<file path="config.mk">
export PLATFORM = sky130hd
export DESIGN_NAME = uart_frame_tx
export DESIGN_NICKNAME = d
export VERILOG_FILES = /design/src/rtl/uart_pkg.sv /design/src/rtl/uart_frame_byte_sel.sv /design/src/rtl/uart_frame_tx.sv
export SDC_FILE = /design/constraint.sdc
export NUM_CORES = 1
export LEC_CHECK = 0
export ABC_AREA = 1
export CAP_MARGIN = 20
export CORE_ASPECT_RATIO = 0.6
export CORE_MARGIN = 10
export CORE_UTILIZATION = 52
export CTS_BUF_LIST = sky130_fd_sc_hd__clkbuf_4 sky130_fd_sc_hd__clkbuf_8 sky130_fd_sc_hd__clkbuf_16
export CTS_CLUSTER_DIAMETER = 50
export DETAILED_ROUTE_END_ITERATION = 12
export HOLD_SLACK_MARGIN = 0.15
export PLACE_DENSITY = 0.76
export SLEW_MARGIN = 10
export SYNTH_ARGS = -nofsm -noshare
export SYNTH_HDL_FRONTEND = slang
export SYNTH_SLANG_ARGS = --single-unit
</file>
<file path="constraint.sdc">
create_clock -name clk -period 1.7 [get_ports clk]
set_input_delay 0.425 -clock clk [delete_from_list [all_inputs] [get_ports clk]]
set_output_delay 0.425 -clock clk [all_outputs]
set_load 0.01 [all_outputs]
</file>
<file path="src/rtl/uart_pkg.sv">
// Shared types and helpers for the UART frame transmit path.
// Latency: n/a (declarations only).
// Backpressure: n/a.
package uart_pkg;

    typedef enum logic [2:0] {
        ST_IDLE,
        ST_LOAD,
        ST_WAIT_IDLE,
        ST_STROBE,
        ST_WAIT_ACK,
        ST_WAIT_DONE
    } tx_state_t;

    localparam logic [7:0] DEF_TERM_BYTE = 8'h0A;

    // Wide enough for the longest frame: 8 payload + checksum + terminator.
    localparam int IDX_W = 4;

    function automatic int frame_len(input int n_bytes, input int checksum_en);
        return n_bytes + checksum_en + 1;
    endfunction

endpackage

</file>
<file path="src/rtl/uart_frame_byte_sel.sv">
// Picks the next frame byte: payload top byte, checksum, or terminator, by index.
// Latency: combinational.
// Backpressure: none; the caller decides when the selection is sampled.
module uart_frame_byte_sel
    import uart_pkg::*;
#(
    parameter int         N_BYTES     = 3,
    parameter int         CHECKSUM_EN = 0,
    parameter logic [7:0] TERM_BYTE   = DEF_TERM_BYTE
) (
    input  logic [IDX_W-1:0] idx,
    input  logic [7:0]       top_byte,
    input  logic [7:0]       csum,
    output logic [7:0]       sel_byte
);

    always_comb begin
        sel_byte = TERM_BYTE;
        if (idx < IDX_W'(N_BYTES)) begin
            sel_byte = top_byte;
        end else if ((CHECKSUM_EN != 0) && (idx == IDX_W'(N_BYTES))) begin
            sel_byte = csum;
        end
    end

endmodule

</file>
<file path="src/rtl/uart_frame_tx.sv">
// Serialises one payload word into payload bytes (MSB first), optional XOR checksum, terminator.
// Latency: accept edge to first tx_en is 3 cycles when the byte core is idle.
// Backpressure: frame_ready low for the whole frame; each byte waits for tx_busy to clear.
module uart_frame_tx
    import uart_pkg::*;
#(
    parameter int         N_BYTES     = 3,
    parameter logic [7:0] TERM_BYTE   = DEF_TERM_BYTE,
    parameter int         CHECKSUM_EN = 0,
    parameter int         ACK_TIMEOUT = 255
) (
    input  logic                   clk,
    input  logic                   reset,
    input  logic [8*N_BYTES-1:0]   frame_data,
    input  logic                   frame_valid,
    output logic                   frame_ready,
    output logic                   frame_busy,
    output logic                   frame_done,
    output logic                   ack_err,
    output logic                   tx_en,
    output logic [7:0]             tx_data,
    input  logic                   tx_busy
);

    localparam int               PW       = 8 * N_BYTES;
    localparam logic [IDX_W-1:0] LAST_IDX = IDX_W'(frame_len(N_BYTES, CHECKSUM_EN) - 1);
    localparam int               TO_W     = (ACK_TIMEOUT < 1) ? 1 : $clog2(ACK_TIMEOUT + 1);
    localparam logic [TO_W-1:0]  TO_MAX   = TO_W'(ACK_TIMEOUT);

    tx_state_t        state;
    logic [PW-1:0]    shreg;
    logic [IDX_W-1:0] idx;
    logic [7:0]       csum;
    logic [TO_W-1:0]  to_cnt;
    logic [7:0]       sel_byte;

    uart_frame_byte_sel #(
        .N_BYTES     (N_BYTES),
        .CHECKSUM_EN (CHECKSUM_EN),
        .TERM_BYTE   (TERM_BYTE)
    ) u_byte_sel (
        .idx      (idx),
        .top_byte (shreg[PW-1 -: 8]),
        .csum     (csum),
        .sel_byte (sel_byte)
    );

    assign frame_busy = (state != ST_IDLE);

    always_ff @(posedge clk) begin
        if (reset) begin
            state       <= ST_IDLE;
            shreg       <= '0;
            idx         <= '0;
            csum        <= '0;
            to_cnt      <= '0;
            frame_ready <= 1'b1;
            frame_done  <= 1'b0;
            ack_err     <= 1'b0;
            tx_en       <= 1'b0;
            tx_data     <= 8'h00;
        end else begin
            tx_en      <= 1'b0;
            frame_done <= 1'b0;
            ack_err    <= 1'b0;
            case (state)
                ST_IDLE: begin
                    if (frame_valid && frame_ready) begin
                        shreg       <= frame_data;
                        csum        <= '0;
                        idx         <= '0;
                        frame_ready <= 1'b0;
                        state       <= ST_LOAD;
                    end
                end
                ST_LOAD: begin
                    // tx_data is held from here until the core has finished this byte.
                    tx_data <= sel_byte;
                    if (idx < IDX_W'(N_BYTES)) begin
                        csum <= csum ^ shreg[PW-1 -: 8];
                    end
                    state <= ST_WAIT_IDLE;
                end
                ST_WAIT_IDLE: begin
                    if (!tx_busy) begin
                        state <= ST_STROBE;
                    end
                end
                ST_STROBE: begin
                    tx_en  <= 1'b1;
                    to_cnt <= '0;
                    state  <= ST_WAIT_ACK;
                end
                ST_WAIT_ACK: begin
                    if (tx_busy) begin
                        state <= ST_WAIT_DONE;
                    end else if (to_cnt == TO_MAX) begin
                        // Core never picked up the byte: drop the rest of the frame.
                        ack_err     <= 1'b1;
                        frame_ready <= 1'b1;
                        state       <= ST_IDLE;
                    end else begin
                        to_cnt <= to_cnt + 1'b1;
                    end
                end
                ST_WAIT_DONE: begin
                    if (!tx_busy) begin
                        if (idx == LAST_IDX) begin
                            frame_done  <= 1'b1;
                            frame_ready <= 1'b1;
                            state       <= ST_IDLE;
                        end else begin
                            idx   <= idx + 1'b1;
                            shreg <= shreg << 8;
                            state <= ST_LOAD;
                        end
                    end
                end
                default: begin
                    frame_ready <= 1'b1;
                    state       <= ST_IDLE;
                end
            endcase
        end
    end

endmodule

</file>
==> flow_results.xml <==
<?xml version="1.0" encoding="UTF-8"?>
<metrics>
  <group name="clocking">
    <metric name="htreeDepth" unit="">2</metric>
    <metric name="cts_post_setup_buffers_inserted" unit="">0</metric>
    <metric name="clock_path_buffers" unit="">2</metric>
    <metric name="cts_num_sinks" unit="">51</metric>
    <metric name="cts-buffers-inserted" unit="">5</metric>
    <metric name="clock_insertion_delay_worst_skew" unit="ns">0.30</metric>
    <metric name="cts_root_buffer" unit="">sky130_fd_sc_hd__clkbuf_8</metric>
    <metric name="ctsHoldBuffers" unit="">0</metric>
    <metric name="cts_tree" unit="">built</metric>
    <metric name="clock_pin_slew_worst_setup_and_hold_paths" unit="ns">0.09</metric>
  </group>
  <group name="critical_path">
    <metric name="reg_to_reg_start" unit="">state[1]</metric>
    <metric name="reg2regPathDepth" unit="">9</metric>
    <metric name="crit_slowest_cell" unit="">sky130_fd_sc_hd__clkdlybuf4s50_1</metric>
    <metric name="endpoint_kind" unit="">output pin</metric>
    <metric name="crit_family" unit="">buffers and inverters</metric>
    <metric name="crit_path_cell_trace" unit="">clkdlybuf4s50_1</metric>
    <metric name="critical_path.n_buffers_inverters" unit="">1</metric>
    <metric name="cp_data_arrival_time" unit="ns">1.20</metric>
    <metric name="cp-start-kind" unit="">flip-flop</metric>
    <metric name="worst-endpoint-required" unit="ns">1.27</metric>
    <metric name="critical_path.reg2reg.endpoint" unit="">idx[2]</metric>
    <metric name="critPathMaxStageDelay" unit="ns">0.54</metric>
    <metric name="timing.setup.critical_path_class" unit="">reg2out</metric>
    <metric name="worstPathMaxFanout" unit="">3</metric>
    <metric name="reg2reg_setup_slack" unit="ns">0.17</metric>
  </group>
  <group name="power">
    <metric name="power.share.clock" unit="%">19.2</metric>
    <metric name="cellLeakagePower" unit="uW">0.00134</metric>
    <metric name="switching_share" unit="%">36.7</metric>
    <metric name="pwr-share-seq" unit="%">37.3</metric>
    <metric name="pwr_density_cell" unit="nW/um^2">1450</metric>
    <metric name="power.combinational.fraction" unit="%">43.5</metric>
    <metric name="vdd_drop_max" unit="mV">0.600</metric>
    <metric name="power.switching" unit="uW">1660</metric>
    <metric name="intPower" unit="uW">2860</metric>
  </group>
  <group name="final_layout">
    <metric name="diode_count" unit="">0</metric>
    <metric name="layout.cell_area.non_filler" unit="um^2">3120</metric>
    <metric name="n_fill_cell" unit="">353</metric>
    <metric name="fin_util" unit="%">73.2</metric>
    <metric name="layout_commonest_cell" unit="">sky130_fd_sc_hd__nand2_1</metric>
    <metric name="finalNonFillerCells" unit="">467</metric>
    <metric name="area.growth.synth_to_final" unit="%">31.0</metric>
    <metric name="mostFrequentLayoutCells" unit="">sky130_fd_sc_hd__nand2_1, sky130_fd_sc_hd__nor2_1, sky130_fd_sc_hd__dfxtp_1, sky130_fd_sc_hd__clkdlybuf4s50_1, sky130_fd_sc_hd__nand3_1</metric>
    <metric name="drive_gt1_share" unit="%">11.5</metric>
    <metric name="fin_nets" unit="">436</metric>
  </group>
  <group name="detailed_routing">
    <metric name="drc" unit="">0</metric>
    <metric name="drt_wl_total" unit="mm">5.80</metric>
    <metric name="drt_iter0_drc" unit="">160</metric>
    <metric name="viasPerCell" unit="">5.05</metric>
    <metric name="detail_route.first_pass.iterations" unit="">4</metric>
    <metric name="drt-wirelength-per-cell" unit="um">12.4</metric>
    <metric name="antenna_violating_nets_post_route" unit="">0</metric>
    <metric name="route.vias.total" unit="">2358</metric>
  </group>
  <group name="timing">
    <metric name="finalCritPeriodShare" unit="%">95.5</metric>
    <metric name="timing.max_slew.rel_slack" unit="%">72.5</metric>
    <metric name="totalNegativeSetupSlack" unit="ns">0</metric>
    <metric name="final.min_clock_period" unit="ns">1.62</metric>
    <metric name="max_slew.worst_pin.slew" unit="ns">0.411</metric>
    <metric name="setup_repair_after_global_routing_missed_its_margin" unit="">no</metric>
    <metric name="finalClockSkew" unit="ns">0.00833</metric>
    <metric name="report.final.slew_viol_count" unit="">0</metric>
    <metric name="setup_ws" unit="ns">0.0768</metric>
    <metric name="hold_viol_final" unit="">0</metric>
    <metric name="max_clock_freq" unit="GHz">0.616</metric>
    <metric name="final_setup_vio_count" unit="">0</metric>
  </group>
  <group name="floorplanning">
    <metric name="fp.dieW" unit="um">107</metric>
    <metric name="die_area" unit="um^2">7770</metric>
    <metric name="ios" unit="">41</metric>
    <metric name="die_y" unit="um">72.4</metric>
    <metric name="core_area" unit="um^2">4260</metric>
    <metric name="placement_rows" unit="">18</metric>
    <metric name="starting_density_of_the_core" unit="%">55.9</metric>
  </group>
  <group name="grt">
    <metric name="grt_start_max_net_pins" unit="">29</metric>
    <metric name="total_overflow_reported_by_the_global_router" unit="">0</metric>
    <metric name="grt_util_all_layers" unit="%">15.1</metric>
    <metric name="grt_pass1_vias" unit="">2205</metric>
    <metric name="grt_pass1_wl" unit="mm">9.94</metric>
    <metric name="grt_antenna_before_repair" unit="">0</metric>
  </group>
  <group name="worst_hold_path">
    <metric name="holdCritPathClass" unit="">reg2reg</metric>
    <metric name="depth_of_the_worst_hold_timing_path" unit="">2</metric>
    <metric name="min-delay-start" unit="">shreg[4]</metric>
    <metric name="terminating_pin_of_the_worst_hold_path" unit="">shreg[4]</metric>
  </group>
  <group name="place">
    <metric name="dp.cells" unit="">459</metric>
    <metric name="dpl-instance-area" unit="um^2">2980</metric>
    <metric name="post_detail_place_hpwl" unit="mm">4.24</metric>
    <metric name="placement.setup.worst_slack" unit="ns">-0.145</metric>
    <metric name="globalplace.congestion" unit="">0.893</metric>
    <metric name="port_buffers" unit="">40</metric>
  </group>
  <group name="logic_synthesis">
    <metric name="post-synth-top-area-fraction" unit="%">42.9</metric>
    <metric name="syn_area" unit="um^2">2380</metric>
    <metric name="syn-instance-count" unit="">353</metric>
    <metric name="synth.net_count" unit="">383</metric>
    <metric name="dominant_cells_by_area_after_synthesis" unit="">sky130_fd_sc_hd__dfxtp_1, sky130_fd_sc_hd__nand2_1, sky130_fd_sc_hd__nor2_1</metric>
    <metric name="synth_cell_type_count" unit="">23</metric>
    <metric name="synth.yosys.seq_area_share" unit="%">42.9</metric>
    <metric name="synth-seq-cells" unit="">51</metric>
    <metric name="syn_avg_cell_area" unit="um^2">6.74</metric>
    <metric name="synth.yosys.warnings" unit="">0</metric>
    <metric name="synth_area_leader_cell" unit="">sky130_fd_sc_hd__dfxtp_1</metric>
  </group>
  <group name="job">
    <metric name="drv_cap" unit="">0</metric>
  </group>
  <group name="outcome">
    <metric name="run_status" unit="">completed</metric>
  </group>
</metrics>
-- final cells by class --
type                       count  area (um^2)  share of cell area [%]
clock buffer                   6         82.6                    2.65
clock inverter                 2         35.0                    1.12
inverter                      24         90.1                    2.89
multi-input combinational    263         1200                    38.4
sequential                    51         1030                    33.0
tap                           60         75.1                    2.41
timing repair buffer          61          607                    19.5
-- per-stage QoR --
step,hold WS (ns),power [uW]
CTS,0.469,4530
finish,0.471,4510
global placement,0.454,3620
detailed placement,0.456,3660
floorplan,0.444,2910
global route,0.485,4860
-- sequential cells by signal, summed over array words and instances (netlist names) --
name,count
ack_err,1
frame_done,1
frame_ready,1
idx,4
shreg,24
state,3
to_cnt,8
tx_data,8
tx_en,1
-- Yosys cell counts --
cell and number:
sky130_fd_sc_hd__nand2_1 104, sky130_fd_sc_hd__nor2_1 64, sky130_fd_sc_hd__dfxtp_1 51, sky130_fd_sc_hd__nand3_1 28, sky130_fd_sc_hd__inv_1 22, sky130_fd_sc_hd__a21oi_1 18, sky130_fd_sc_hd__o21ai_0 15, sky130_fd_sc_hd__nand4_1 7
sky130_fd_sc_hd__a22oi_1 6, sky130_fd_sc_hd__clkbuf_1 6, sky130_fd_sc_hd__nand2_2 5, sky130_fd_sc_hd__buf_4 4, sky130_fd_sc_hd__nor3_1 4, sky130_fd_sc_hd__buf_2 3, sky130_fd_sc_hd__o21ai_1 3, sky130_fd_sc_hd__ha_1 2
sky130_fd_sc_hd__inv_2 2, sky130_fd_sc_hd__nor2_4 2, sky130_fd_sc_hd__nor4_1 2, sky130_fd_sc_hd__xor2_1 2, sky130_fd_sc_hd__a21oi_4 1, sky130_fd_sc_hd__buf_1 1, sky130_fd_sc_hd__buf_6 1
-- worst max path at each step --
stage | from | slack (ns) | endpoint | depth (start not counted)
floorplan | to_cnt[0] | 0.28 | to_cnt[0] | 10
CTS | frame_ready | 0.06 | frame_ready | 1
finish | frame_ready | 0.08 | frame_ready | 1
global route | frame_ready | 0.01 | frame_ready | 1
detailed placement | tx_busy | -0.15 | shreg[5] | 8
global placement | tx_busy | -0.12 | shreg[5] | 8
-- per-layer routing --
layer / wire length [um] / share of wire (%) / vias up / GRT usage, %
li1: - / - / 1240 / -
met1: 2850 / 49 / 1033 / 20.1
met3: 484 / 8.3 / 5 / 4.59
met4: 42 / 0.72 / 0 / 4.19
met2: 2420 / 42 / 80 / 23.1
met5: 0 / 0 / - / 0
-- power groups by stage --
| stage | registers (uW) | clock network, uW | logic (uW) |
|---|---|---|---|
| 6_report | 1680 | 868 | 1960 |
| 2_1_floorplan | 1690 | 0 | 1220 |
| 3_5_place_dp | 1700 | 0 | 1960 |
| 4_1_cts | 1680 | 882 | 1970 |
| 5_1_grt | 1720 | 929 | 2210 |
| 3_3_place_gp | 1690 | 0 | 1930 |
-- kinds of logic after synthesis --
kind of cell	after synthesis	synth area share [%]
AND/OR/NAND/NOR	216	37.9
flip-flops	51	42.9
adder cells (fa/ha/maj)	2	1.05
buffers and inverters	39	7.26
XOR/XNOR	2	0.737
AO/OA/AOI/OAI	43	10.2
-- timing repair --
item | 4_1_cts | 5_1_grt
endpoints found under the setup margin | 1 | 8
resized for setup | 5 | 6
pin swaps | 0 | 0
(Power assumes the default switching activity.)
